`src/rtl/design03_driver_if.sv`:
```
// design03_driver_if: method-port bundle between the sequencer and mkDesign_03.
//   start_a/start_b/EN_start/RDY_start : start(a,b) action method
//   result_c/result/RDY_result         : result(c) value method
//   check_d/EN_check/check/RDY_check   : check(d) actionvalue method
// Modports: master = sequencer side, slave = design side.
interface design03_driver_if #(
  parameter int W = 7
);
  logic [W-1:0] start_a;
  logic [W-1:0] start_b;
  logic         EN_start;
  logic         RDY_start;
  logic [W-1:0] result_c;
  logic [W-1:0] result;
  logic         RDY_result;
  logic [W-1:0] check_d;
  logic         EN_check;
  logic [W-1:0] check;
  logic         RDY_check;

  modport master (
    output start_a, start_b, EN_start, result_c, check_d, EN_check,
    input  RDY_start, result, RDY_result, check, RDY_check
  );

  modport slave (
    input  start_a, start_b, EN_start, result_c, check_d, EN_check,
    output RDY_start, result, RDY_result, check, RDY_check
  );
endinterface

```
`src/rtl/design03_driver.sv`:
```
// design03_driver: upstream sequencer for mkDesign_03.
// On go it issues num_ops start(a,b) transactions, reads result(c) for each,
// calls check(d) with the captured result and counts mismatches.
// Ports:
//   CLK, RST_N   clock, asynchronous active-low reset
//   go, num_ops  run request and transaction count (sampled on accepted go)
//   bus          method-port bundle (master modport)
//   busy, done   run in progress / run finished (held until next go)
//   err_count    saturating mismatch count of the current run
//   last_result  most recently captured result
//   timeout      (DESIGN03_DRIVER_TIMEOUT_EN only) run aborted by watchdog
// Optional feature: define DESIGN03_DRIVER_TIMEOUT_EN to add a 1024-cycle
// no-progress watchdog and the timeout output.
module design03_driver #(
  parameter int W     = 7,
  parameter int CNT_W = 8
) (
  input  logic             CLK,
  input  logic             RST_N,
  input  logic             go,
  input  logic [CNT_W-1:0] num_ops,
  design03_driver_if.master bus,
  output logic             busy,
  output logic             done,
  output logic [CNT_W-1:0] err_count,
  output logic [W-1:0]     last_result
`ifdef DESIGN03_DRIVER_TIMEOUT_EN
  ,
  output logic             timeout
`endif
);

  localparam logic [2:0] S_IDLE  = 3'd0;
  localparam logic [2:0] S_ISSUE = 3'd1;
  localparam logic [2:0] S_WAIT  = 3'd2;
  localparam logic [2:0] S_CHECK = 3'd3;
  localparam logic [2:0] S_DONE  = 3'd4;

  // Wide enough to hold idx*3 without truncation before the W-bit slice.
  localparam int XW = ((W > CNT_W) ? W : CNT_W) + 2;

  logic [2:0]       state_q, state_d;
  logic [CNT_W-1:0] idx_q, idx_d;
  logic [CNT_W-1:0] num_q, num_d;
  logic [W-1:0]     cap_q, cap_d;
  logic [W-1:0]     last_q, last_d;
  logic [CNT_W-1:0] err_q, err_d;

  logic             en_start;
  logic             en_check;
  logic             go_acc;
  logic [XW-1:0]    idx_x;
  logic [XW-1:0]    idx_x3;
  logic [CNT_W:0]   idx_inc;
  logic [W-1:0]     op_a;
  logic [W-1:0]     op_b;

`ifdef DESIGN03_DRIVER_TIMEOUT_EN
  localparam logic [15:0] WDOG_LIMIT = 16'd1024;
  logic [15:0] wdog_q, wdog_d;
  logic        tmo_q, tmo_d;
  logic        fire;
`endif

  // Operands are a pure function of the transaction index.
  always_comb begin
    idx_x  = XW'(idx_q);
    idx_x3 = idx_x * XW'(3);
    op_a   = idx_x[W-1:0];
    op_b   = idx_x3[W-1:0];
  end

  // One extra bit so idx+1 == num_ops is exact even at num_ops = 2^CNT_W-1.
  assign idx_inc = {1'b0, idx_q} + (CNT_W+1)'(1);
  assign go_acc  = go && ((state_q == S_IDLE) || (state_q == S_DONE));

  always_comb begin
    state_d  = state_q;
    idx_d    = idx_q;
    num_d    = num_q;
    cap_d    = cap_q;
    last_d   = last_q;
    err_d    = err_q;
    en_start = 1'b0;
    en_check = 1'b0;
    case (state_q)
      S_IDLE, S_DONE: begin
        if (go) begin
          num_d   = num_ops;
          idx_d   = '0;
          err_d   = '0;
          state_d = (num_ops == '0) ? S_DONE : S_ISSUE;
        end
      end
      S_ISSUE: begin
        // Enable follows ready directly, so it can never lead it.
        if (bus.RDY_start) begin
          en_start = 1'b1;
          state_d  = S_WAIT;
        end
      end
      S_WAIT: begin
        if (bus.RDY_result) begin
          cap_d   = bus.result;
          last_d  = bus.result;
          state_d = S_CHECK;
        end
      end
      S_CHECK: begin
        if (bus.RDY_check) begin
          en_check = 1'b1;
          if ((bus.check != cap_q) && (err_q != '1))
            err_d = err_q + CNT_W'(1);
          idx_d   = idx_inc[CNT_W-1:0];
          state_d = (idx_inc == {1'b0, num_q}) ? S_DONE : S_ISSUE;
        end
      end
      default: state_d = S_IDLE;
    endcase

`ifdef DESIGN03_DRIVER_TIMEOUT_EN
    wdog_d = '0;
    tmo_d  = go_acc ? 1'b0 : tmo_q;
    if (busy && !fire) begin
      if (wdog_q == WDOG_LIMIT - 16'd1) begin
        // 1024th consecutive stall cycle: abandon the run.
        state_d = S_DONE;
        tmo_d   = 1'b1;
      end else begin
        wdog_d = wdog_q + 16'd1;
      end
    end
`endif
  end

`ifdef DESIGN03_DRIVER_TIMEOUT_EN
  assign fire = en_start || en_check || ((state_q == S_WAIT) && bus.RDY_result);
`endif

  always_ff @(posedge CLK or negedge RST_N) begin
    if (!RST_N) begin
      state_q <= S_IDLE;
      idx_q   <= '0;
      num_q   <= '0;
      cap_q   <= '0;
      last_q  <= '0;
      err_q   <= '0;
    end else begin
      state_q <= state_d;
      idx_q   <= idx_d;
      num_q   <= num_d;
      cap_q   <= cap_d;
      last_q  <= last_d;
      err_q   <= err_d;
    end
  end

`ifdef DESIGN03_DRIVER_TIMEOUT_EN
  always_ff @(posedge CLK or negedge RST_N) begin
    if (!RST_N) begin
      wdog_q <= '0;
      tmo_q  <= 1'b0;
    end else begin
      wdog_q <= wdog_d;
      tmo_q  <= tmo_d;
    end
  end
  assign timeout = tmo_q;
`endif

  assign bus.start_a  = op_a;
  assign bus.start_b  = op_b;
  assign bus.result_c = op_a ^ op_b;
  assign bus.EN_start = en_start;
  assign bus.check_d  = cap_q;
  assign bus.EN_check = en_check;

  assign busy        = (state_q == S_ISSUE) || (state_q == S_WAIT) || (state_q == S_CHECK);
  assign done        = (state_q == S_DONE);
  assign err_count   = err_q;
  assign last_result = last_q;

endmodule

```
`src/flat_wrapper.sv`:
```
// flat-port wrapper written by rule: the top's interface ports become plain ports
module design03_driver_flat 
#(
  parameter int W     = 7,
  parameter int CNT_W = 8
)
  (CLK, RST_N, go, num_ops, busy, done, err_count, last_result, bus_start_a, bus_start_b, bus_EN_start, bus_result_c, bus_check_d, bus_EN_check, bus_RDY_start, bus_result, bus_RDY_result, bus_check, bus_RDY_check);
  design03_driver_if #(.W(W)) bus_i ();
  input  logic CLK;
  input  logic RST_N;
  input  logic go;
  input  logic [CNT_W-1:0] num_ops;
  output logic busy;
  output logic done;
  output logic [CNT_W-1:0] err_count;
  output logic [W-1:0] last_result;
  output wire logic [$bits(bus_i.start_a)-1:0] bus_start_a;
  output wire logic [$bits(bus_i.start_b)-1:0] bus_start_b;
  output wire logic [$bits(bus_i.EN_start)-1:0] bus_EN_start;
  output wire logic [$bits(bus_i.result_c)-1:0] bus_result_c;
  output wire logic [$bits(bus_i.check_d)-1:0] bus_check_d;
  output wire logic [$bits(bus_i.EN_check)-1:0] bus_EN_check;
  input wire logic [$bits(bus_i.RDY_start)-1:0] bus_RDY_start;
  input wire logic [$bits(bus_i.result)-1:0] bus_result;
  input wire logic [$bits(bus_i.RDY_result)-1:0] bus_RDY_result;
  input wire logic [$bits(bus_i.check)-1:0] bus_check;
  input wire logic [$bits(bus_i.RDY_check)-1:0] bus_RDY_check;
  assign bus_start_a = bus_i.start_a;
  assign bus_start_b = bus_i.start_b;
  assign bus_EN_start = bus_i.EN_start;
  assign bus_result_c = bus_i.result_c;
  assign bus_check_d = bus_i.check_d;
  assign bus_EN_check = bus_i.EN_check;
  assign bus_i.RDY_start = bus_RDY_start;
  assign bus_i.result = bus_result;
  assign bus_i.RDY_result = bus_RDY_result;
  assign bus_i.check = bus_check;
  assign bus_i.RDY_check = bus_RDY_check;
  design03_driver #(.W(W), .CNT_W(CNT_W)) u_core (.CLK(CLK), .RST_N(RST_N), .go(go), .num_ops(num_ops), .bus(bus_i), .busy(busy), .done(done), .err_count(err_count), .last_result(last_result));
endmodule
```
`config.mk`:
```
export PLATFORM = sky130hd
export DESIGN_NAME = design03_driver_flat
export DESIGN_NICKNAME = d
export VERILOG_FILES = /design/src/rtl/design03_driver_if.sv /design/src/rtl/design03_driver.sv /design/src/flat_wrapper.sv
export SDC_FILE = /design/constraint.sdc
export NUM_CORES = 1
export LEC_CHECK = 0
export ABC_CLOCK_PERIOD_IN_PS = 2000
export BUFFER_PORTS_ARGS = -buffer_cell sky130_fd_sc_hd__buf_4
export CORE_ASPECT_RATIO = 1.75
export CORE_MARGIN = 3
export CORE_UTILIZATION = 35
export DETAILED_ROUTE_END_ITERATION = 12
export GPL_ROUTABILITY_DRIVEN = 0
export SYNTH_ARGS = -nofsm -noshare
export SYNTH_HDL_FRONTEND = slang
export SYNTH_SLANG_ARGS = --single-unit
```
`constraint.sdc`:
```
create_clock -name CLK -period 2 [get_ports CLK]
set_input_delay 0.2 -clock CLK [delete_from_list [all_inputs] [get_ports CLK]]
set_output_delay 0.2 -clock CLK [all_outputs]
set_load 0.03 [all_outputs]
```
==> impl_metrics.json, run 1 <==
{
  "synth_edf_count": 0,
  "io_buffer_count": 73,
  "worst_setup_path_start_kind": "flip-flop",
  "crit_required_ns": 1.80,
  "ys_top_cells_by_count": "nand2_1, dfrtp_1, a21oi_1",
  "yosys.cell_count.top_type": "nand2_1",
  "reg2reg_slack_ns": 0.01,
  "rsz0062_at_grt": "true",
  "path_buf_inv": 3,
  "pwr-share-comb": 0.579,
  "wl_um": 5920,
  "cts.sinks": 34,
  "grt_pass1_wl_um": 10000,
  "num_vias": 2130,
  "min_period_ns": 2.26,
  "drt_iter0_drc": 50,
  "synth_top_area_frac": 0.365,
  "root_buffer": "clkbuf_8",
  "power_leakage_nw": 1.62,
  "cp_top_family": "adder cells",
  "dr.pass1.iters": 4,
  "sequentialPowerShare": 0.285,
  "seq_area_frac_synth": 0.365,
  "grt_use_total": 0.170,
  "die_area_mm2": 0.00772,
  "syn_area_mm2": 0.00233,
  "failed_checks": "negative setup slack",
  "pwr-share-clk": 0.136,
  "slew-limit-headroom": 0.670,
  "crit_slowest_cell": "dfrtp_2",
  "die_w_um": 67.7,
  "cp-end-kind": "output pin",
  "max_stage_delay_ns": 0.41,
  "r2r-end": "u_core.state_q[0]$_DFFE_PN0P_",
  "max_cap_viol_count": 0,
  "min_delay_worst_endpoint": "u_core.num_q[1]$_DFFE_PN0P_",
  "nNetsFinal": 384,
  "clk_pin_slew_ns": 0.07,
  "syn_avg_cell_area_um2": 8.90,
  "syn_inst": 262,
  "synth_cell_type_count": 47,
  "worst_clock_skew_ns": 0.00412,
  "core_area_mm2": 0.00632,
  "crit_chain": "ha_4, inv_4, fa_2, inv_2, a21o_1, a21oi_4, xnor2_4, xor2_4, buf_6",
  "tritoncts": "yes",
  "cp.depth": 9,
  "min_from": "num_ops[1]",
  "final_cells": 428,
  "fmax_ghz": 0.443,
  "start_util": 0.369,
  "placementRows": 38,
  "worst_slew_pin_slew_ns": 0.490,
  "synth_ff_type": "dfrtp_1",
  "ir_drop_mv": 0.705,
  "htreeDepth": 2,
  "yosys-top-cells-area": "dfrtp_1, xnor2_1, nand2_1, buf_4, xor2_1",
  "finalCritPeriodShare": 1.13,
  "switchingPower_mw": 1.76,
  "p_sw_frac": 0.455,
  "final_max_slew_viol_count": 0,
  "nFillCells": 612,
  "globalRouteOverflowTotal": 0,
  "reg2regPathDepth": 7,
  "grt_antenna_before_repair": 0,
  "startpoint": "u_core.idx_q[1]$_DFFE_PN0P_",
  "antennaDiodeCount": 0,
  "first_global_vias": 2276,
  "r2r_start": "u_core.idx_q[1]$_DFFE_PN0P_",
  "wl_per_cell_um": 13.8,
  "cts-buffers-inserted": 5,
  "routed_via_density": 4.98,
  "clock_latency_ns": 0.28,
  "outcome": "finished, violations left",
  "cp_max_fo": 3,
  "cp.arrival_ns": 2.06,
  "p_int_mw": 2.11,
  "power_density_mw_per_mm2": 1170,
  "crit_type": "reg2out",
  "post-dp-hpwl_um": 4670,
  "syn_to_final_growth_pct": 42.3,
  "antenna_left": 0,
  "die_h_um": 114,
  "ys_async_sr_fraction": 1.00,
  "placedCellCount": 414,
  "grt_max_degree": 35,
  "hold_path.class": "in2reg",
  "syn_nets": 299,
  "yosys_warnings": 0,
  "synth_top_area_cell": "dfrtp_1",
  "drive_above_1_share": 0.414,
  "worstHoldPathCells": 3,
  "pin_count": 75,
  "ys_ff_latch": 34,
  "hold_viol": 0,
  "drc_errors": 0,
  "worst_slack_ns": -0.257,
  "dp_slack_ns": -0.0372,
  "setup_viol": 7,
  "cts.path.max_buffers": 2
}
power by group through the flow:
| stage | Combinational, mW | Sequential, mW | Clock [mW] |
|---|---|---|---|
| detailed placement | 2.19 | 1.09 | 0 |
| finish | 2.24 | 1.11 | 0.525 |
| floorplan | 1.40 | 1.23 | 0 |
| global route | 2.45 | 1.14 | 0.574 |
| CTS | 2.27 | 1.10 | 0.546 |
| global placement | 2.17 | 1.09 | 0 |
cell type report:
class                      count  area, µm²  area share
clock inverter                 1       5.00     0.00151
tap                           80        100      0.0302
inverter                      11       48.8      0.0147
sequential                    34        855       0.258
clock buffer                   7       86.3      0.0260
multi-input combinational    191       1410       0.425
timing repair buffer         104        813       0.245
layout by cell type, fill, tap and decap left out, types with 6 or more instances in the layout:
master,count
mux2_2,7
o21ai_0,15
nor2_1,8
dfrtp_1,31
buf_4,95
nand2_1,37
inv_1,7
buf_6,8
o31ai_1,9
a21oi_1,15
ha_1,6
xnor2_1,13
nand3_1,9
xor2_1,8
clkbuf_8,6
sequential cells by signal, summed over array words and instances, names as in the netlist:
| register | flops |
|---|---|
| u_core.bus.check_d | 7 |
| u_core.err_count | 8 |
| u_core.state_q | 3 |
| u_core.num_q | 8 |
| u_core.idx_q | 8 |
stage by stage:
step / power (mW) / hold slack (ns) / instance area [µm²] / utilization / TNS (ns)
5_1_grt: 4.16 / 0.122 / 3320 / 0.525 / -2.09
4_1_cts: 3.92 / 0.104 / 3300 / 0.521 / -1.70
6_report: 3.88 / 0.112 / 3320 / 0.525 / -1.17
3_3_place_gp: 3.26 / 0.187 / 3090 / 0.488 / -0.0428
2_1_floorplan: 2.63 / -0.0956 / 2430 / - / -0.438
3_5_place_dp: 3.29 / 0.187 / 3090 / 0.488 / -0.0824
routing by layer:
layer / up-vias / GRT usage / wire length, µm
met4: 0 / 0.0732 / 157
met5: - / 0 / 0
met3: 12 / 0.0345 / 355
met2: 69 / 0.321 / 3280
li1: 1059 / - / -
met1: 990 / 0.170 / 2130
cells by family (layout without fill, tap and decap cells):
logic type / after synthesis / in the layout / synth area share
fa+ha+maj: 9 / 9 / 0.0515
xor+xnor: 28 / 28 / 0.105
other cells: 1 / 1 / 0.00161
compound gates: 62 / 62 / 0.163
buf+inv: 37 / 123 / 0.0928
simple gates: 83 / 83 / 0.183
flops: 34 / 34 / 0.365
mux: 8 / 8 / 0.0381
tightest hold or removal path: cells and delay by family:
kind | cells | cell delay [ns]
buf+inv | 1 | 0.08
simple gates | 2 | 0.08
how the worst max path moves through the flow:
stage / to / slack, ns
2_1_floorplan: bus_result_c[5] / -0.27
3_3_place_gp: u_core.state_q[2]$_DFFE_PN0P_ / -0.03
3_5_place_dp: u_core.state_q[2]$_DFFE_PN0P_ / -0.04
4_1_cts: bus_result_c[5] / -0.26
5_1_grt: bus_result_c[5] / -0.36
6_report: bus_result_c[5] / -0.26
timing repair:
action,4_1_cts,5_1_grt
hold endpoints to repair,34,0
cloned,0,0
endpoints found under the setup margin,10,12
hold buffers,1,0
resized for setup,14,6
pin swaps,13,4
buffers inserted,4,1
No activity file was read; power rests on OpenSTA's default activity.
==> run 2, diff against run 1 <==
ABC_AREA = 1   (was unset)
CTS_CLUSTER_DIAMETER = 80   (was unset)
==> impl_metrics.json, run 2 <==
{
  "r2r-end": "u_core.state_q[0]$_DFFE_PN0P_",
  "p_sw_frac": 0.496,
  "synth_compound_area_frac": 0.0843,
  "synth_fa_ha_area_frac": 0.0512,
  "antennaDiodeCount": 0,
  "cp-end-kind": "output pin",
  "cp_max_fo": 4,
  "final_common_cell": "buf_4",
  "wl_um": 5740,
  "drt_iter0_drc": 69,
  "setup_viol": 6,
  "cp.arrival_ns": 2.03,
  "io_buffer_count": 73,
  "finalCritPeriodShare": 1.11,
  "drive_above_1_share": 0.343,
  "htreeDepth": 2,
  "timing.hold.ws_ns": 0.122,
  "synth_top_area_frac": 0.363,
  "min_period_ns": 2.23,
  "worstHoldPathCells": 2,
  "placementRows": 38,
  "min_delay_worst_endpoint": "u_core.bus.check_d[5]$_DFFE_PN0P_",
  "synth_xor_area_frac": 0.0619,
  "finalSetupTns_ns": -0.813,
  "crit_type": "reg2out",
  "outcome": "finished, violations left",
  "syn_to_final_growth_pct": 38.8,
  "syn_avg_cell_area_um2": 7.54,
  "die_area_mm2": 0.00776,
  "yosys-top-cells-area": "dfrtp_1, nand2_1, inv_1, nand3_1, buf_4",
  "pwr-share-clk": 0.097,
  "final_max_slew_viol_count": 0,
  "cp_top_family": "adder cells",
  "muxShareOfSynthArea": 0.0240,
  "crit_chain": "ha_2, inv_2, fa_2, o21ai_4, xor2_4, xor2_4, buf_6",
  "rsz0062_at_grt": "true",
  "grt_use_total": 0.160,
  "start_util": 0.368,
  "pwr-share-comb": 0.685,
  "antenna_left": 0,
  "p_int_mw": 2.72,
  "max_stage_delay_ns": 0.39,
  "finalCoreUtilization": 0.511,
  "power_leakage_nw": 1.69,
  "yosys_warnings": 0,
  "root_buffer": "clkbuf_8",
  "pin_count": 75,
  "hold_viol": 0,
  "ys_async_sr_fraction": 1.00,
  "cts.sinks": 34,
  "hold_path.class": "in2reg",
  "syn_inst": 311,
  "crit_required_ns": 1.80,
  "die_w_um": 67.9,
  "ys_top_cells_by_count": "nand2_1, inv_1, dfrtp_1",
  "die_h_um": 114,
  "path_buf_inv": 2,
  "worst_slack_ns": -0.228,
  "clk_pin_slew_ns": 0.07,
  "dr.pass1.iters": 4,
  "seq_area_frac_synth": 0.363,
  "wl_per_cell_um": 12.1,
  "first_global_vias": 2167,
  "synth_top_family_by_area": "simple AND/OR/NAND/NOR gates",
  "syn_nets": 348,
  "post-dp-hpwl_um": 4640,
  "num_vias": 2205,
  "tritoncts": "yes",
  "reg2reg_slack_ns": 0.19,
  "power_density_mw_per_mm2": 1660,
  "grt_max_degree": 35,
  "synth_ff_type": "dfrtp_1",
  "ir_drop_mv": 1.13,
  "switchingPower_mw": 2.67,
  "worst_path_most_repeated_cell": "xor2_4",
  "nNetsFinal": 431,
  "grt_antenna_before_repair": 0,
  "drc_errors": 0,
  "worst_clock_skew_ns": 0.00899,
  "core_area_mm2": 0.00637,
  "synth_edf_count": 0,
  "cts-buffers-inserted": 5,
  "grt_pass1_wl_um": 9450,
  "globalRouteOverflowTotal": 0,
  "sequentialPowerShare": 0.217,
  "synth_cell_type_count": 30,
  "routed_via_density": 4.65,
  "reg2regPathDepth": 13,
  "fmax_ghz": 0.449,
  "max_cap_viol_count": 0,
  "cts.path.max_buffers": 2,
  "synth_top_area_cell": "dfrtp_1",
  "worst_setup_path_start_kind": "flip-flop",
  "clock_latency_ns": 0.29,
  "min_from": "bus_result[5]",
  "ys_ff_latch": 34,
  "yosys.cell_count.top_type": "nand2_1",
  "mostFrequentLayoutCells": "buf_4, nand2_1, inv_1, dfrtp_1, nand3_1",
  "r2r_start": "u_core.idx_q[1]$_DFFE_PN0P_",
  "syn_area_mm2": 0.00235,
  "failed_checks": "negative setup slack",
  "dp_slack_ns": 0.0196,
  "crit_slowest_cell": "dfrtp_1",
  "synth-simple-area-share": 0.284
}
## run 2: power by group through the flow
stage / registers (mW) / logic, mW / clock network (mW)
5_1_grt: 1.21 / 4.02 / 0.566
2_1_floorplan: 1.34 / 2.34 / 0
3_5_place_dp: 1.18 / 3.53 / 0
4_1_cts: 1.18 / 3.74 / 0.542
3_3_place_gp: 1.17 / 3.48 / 0
6_report: 1.17 / 3.70 / 0.524
## run 2: worst register-to-register path, stage by stage, from the launching register on
cell	delay [ns]
dfrtp_1	0.41
buf_4	0.16
ha_4	0.15
buf_4	0.14
nand3_1	0.14
nand2_1	0.09
nand3_1	0.08
nand2_1	0.06
nor2_1	0.15
nand3_1	0.10
nand2_1	0.06
nand2_1	0.04
nand2_1	0.05
nand2_1	0.05
## run 2: through the flow
| step | power, mW | instances | cell area, µm² |
|---|---|---|---|
| after detailed placement | 4.71 | 460 | 3030 |
| after floorplan | 3.68 | 311 | 2410 |
| after global routing | 5.80 | 474 | 3260 |
| after global placement | 4.65 | 460 | 3030 |
| final | 5.39 | 474 | 3260 |
| after CTS | 5.46 | 474 | 3250 |
## run 2: routing by layer
| layer | vias to the layer above | track usage | part of all wire |
|---|---|---|---|
| li1 | 1135 | - | - |
| met1 | 996 | 0.154 | 0.37 |
| met2 | 63 | 0.302 | 0.54 |
| met3 | 11 | 0.0383 | 0.061 |
| met4 | 0 | 0.0757 | 0.031 |
| met5 | - | 0 | 0 |
## run 2: final cells by class
class	instances	area, µm²
repair buffers	95	742
well taps	80	100
flip-flops and latches	34	853
multi-input cells	214	1310
clock buffers	7	86.3
fillers	648	3120
inverters	44	165
## run 2: kinds of logic (layout without fill, tap and decap cells)
| kind of cell | Yosys count | in the layout |
|---|---|---|
| compound gates | 36 | 36 |
| xor+xnor | 15 | 15 |
| fa+ha+maj | 9 | 9 |
| buf+inv | 63 | 146 |
| flops | 34 | 34 |
| mux | 5 | 5 |
| other cells | 1 | 1 |
| simple gates | 148 | 148 |
## run 2: worst max path at each step
| stage | start | end | slack (ns) | cells past startpoint |
|---|---|---|---|---|
| after floorplan | u_core.idx_q[1]$_DFFE_PN0P_ | bus_result_c[5] | -0.19 | 7 |
| after global placement | u_core.idx_q[1]$_DFFE_PN0P_ | bus_result_c[5] | 0.06 | 7 |
| after detailed placement | u_core.idx_q[1]$_DFFE_PN0P_ | bus_result_c[5] | 0.02 | 7 |
| after CTS | u_core.idx_q[1]$_DFFE_PN0P_ | bus_result_c[5] | -0.25 | 7 |
| after global routing | u_core.idx_q[1]$_DFFE_PN0P_ | bus_result_c[5] | -0.31 | 7 |
| final | u_core.idx_q[1]$_DFFE_PN0P_ | bus_result_c[5] | -0.23 | 7 |
## run 2: timing repair
action                                  4_1_cts  5_1_grt
gates resized for setup                      13        4
pin swaps                                     9        4
endpoints found under the hold margin        34        0
endpoints found under the setup margin        6        8
setup buffers                                 6        0
hold buffers                                  1        0
==> run 3, diff against run 2 <==
==> constraint.sdc (replaced) <==
create_clock -name CLK -period 2 [get_ports CLK]
set_input_delay 0.4 -clock CLK [delete_from_list [all_inputs] [get_ports CLK]]
set_output_delay 0.4 -clock CLK [all_outputs]
set_load 0.03 [all_outputs]
==> impl_metrics.json, run 3 (synthesis gave the netlist of run 2 again) <==
{
  "startpoint": "u_core.idx_q[1]$_DFFE_PN0P_",
  "grt_max_degree": 35,
  "worst_path_most_repeated_cell": "xor2_4",
  "clk_pin_slew_ns": 0.07,
  "timing.hold.ws_ns": 0.0614,
  "io_buffer_count": 73,
  "worst_setup_path_start_kind": "flip-flop",
  "nNetsFinal": 438,
  "cp.arrival_ns": 2.06,
  "cts.path.max_buffers": 2,
  "final_max_slew_viol_count": 0,
  "worst_clock_skew_ns": 0.00337,
  "mostFrequentLayoutCells": "buf_4, nand2_1, inv_1, dfrtp_1, nand3_1",
  "p_int_mw": 2.88,
  "crit_required_ns": 1.60,
  "post_dp_cell_area_mm2": 0.00312,
  "worst_slack_ns": -0.458,
  "cp-end-kind": "output pin",
  "p_sw_frac": 0.489,
  "switchingPower_mw": 2.75,
  "globalRouteOverflowTotal": 0,
  "cp_max_fo": 4,
  "ir_drop_mv": 0.946,
  "wl_per_cell_um": 11.9,
  "hold_path.class": "in2async",
  "antenna_left": 0,
  "routed_via_density": 4.65,
  "crit_chain": "ha_2, inv_2, fa_2, o21ai_4, xor2_4, xor2_4, buf_6",
  "first_global_vias": 2239,
  "sequentialPowerShare": 0.205,
  "drt_iter0_drc": 89,
  "crit_type": "reg2out",
  "placementRows": 38,
  "core_area_mm2": 0.00637,
  "drc_errors": 0,
  "pwr-share-clk": 0.093,
  "finalSetupTns_ns": -2.58,
  "drive_above_1_share": 0.396,
  "hold_viol": 0,
  "syn_to_final_growth_pct": 45.1,
  "tritoncts": "yes",
  "cts.sinks": 34,
  "outcome": "finished, violations left",
  "reg2reg_slack_ns": 0.14,
  "crit_slowest_cell": "dfrtp_1",
  "final_cells": 482,
  "pin_count": 75,
  "antennaDiodeCount": 0,
  "failed_checks": "negative setup slack",
  "num_vias": 2243,
  "wl_um": 5730,
  "ctsHoldBuffers": 0,
  "fmax_ghz": 0.407,
  "dr.pass1.iters": 4,
  "htreeDepth": 2,
  "root_buffer": "clkbuf_8",
  "start_util": 0.368,
  "max_stage_delay_ns": 0.40,
  "dp_slack_ns": -0.181,
  "grt_use_total": 0.159,
  "die_h_um": 114,
  "finalCritPeriodShare": 1.23,
  "placedCellCount": 468,
  "rsz0062_at_grt": "true",
  "setup_viol": 9,
  "nFillCells": 632,
  "grt_pass1_wl_um": 9560,
  "die_w_um": 67.9,
  "max_cap_viol_count": 0,
  "cts-buffers-inserted": 5,
  "post-dp-hpwl_um": 4620,
  "final_common_cell": "buf_4",
  "clock_latency_ns": 0.28,
  "grt_antenna_before_repair": 0,
  "r2r_start": "u_core.idx_q[2]$_DFFE_PN0P_",
  "die_area_mm2": 0.00776,
  "final_cell_area_mm2": 0.00340,
  "pwr-share-comb": 0.702,
  "power_leakage_nw": 1.75,
  "min_period_ns": 2.46,
  "power_density_mw_per_mm2": 1650,
  "reg2regPathDepth": 14
}
==> run 3: metrics by stage <==
stage	total power [mW]	util
3_5_place_dp	4.79	0.490
5_1_grt	6.08	0.534
4_1_cts	5.56	0.518
2_1_floorplan	3.74	-
6_report	5.62	0.534
3_3_place_gp	4.75	0.490
==> run 3: path summary, 6_finish.rpt <==
check	endpoint
max in group asynchronous	u_core.idx_q[0]$_DFFE_PN0P_
min	u_core.err_count[1]$_DFFE_PN0P_
min reg2reg	u_core.num_q[1]$_DFFE_PN0P_
min in group CLK	u_core.bus.check_d[2]$_DFFE_PN0P_
max	bus_result_c[5]
max reg2reg	u_core.state_q[0]$_DFFE_PN0P_
==> run 3: what timing repair did <==
item,CTS,global route
setup endpoints to repair,10,12
gates resized for setup,16,21
pin swaps,6,11
buffers inserted,4,3
==> run 3: power groups by stage <==
stage,clock network (mW),registers [mW],logic (mW)
floorplan,0,1.34,2.40
global placement,0,1.16,3.60
detailed placement,0,1.16,3.63
CTS,0.535,1.15,3.87
global route,0.572,1.20,4.32
finish,0.521,1.15,3.95
==> run 3: area by class of cell <==
class / instances / area [µm²] / area share
Clock buffer: 7 / 86.3 / 0.0254
Sequential cell: 34 / 852 / 0.250
Clock inverter: 1 / 5.00 / 0.00147
Tap cell: 80 / 100 / 0.0294
Timing Repair Buffer: 102 / 811 / 0.238
Multi-Input combinational cell: 214 / 1380 / 0.407
Inverter: 44 / 165 / 0.0485
==> run 3: critical path, delay by kind of cell (launching register included) <==
kind	cells	cell delay, ns
flops	1	0.40
buf+inv	2	0.19
xor+xnor	2	0.40
fa+ha+maj	2	0.60
compound gates	1	0.19
==> run 3: routing by layer <==
| metal | global-route usage | wire length (µm) |
|---|---|---|
| met2 | 0.299 | 3190 |
| met4 | 0.0651 | 136 |
| met5 | 0 | 0 |
| met1 | 0.162 | 2060 |
| met3 | 0.0324 | 333 |
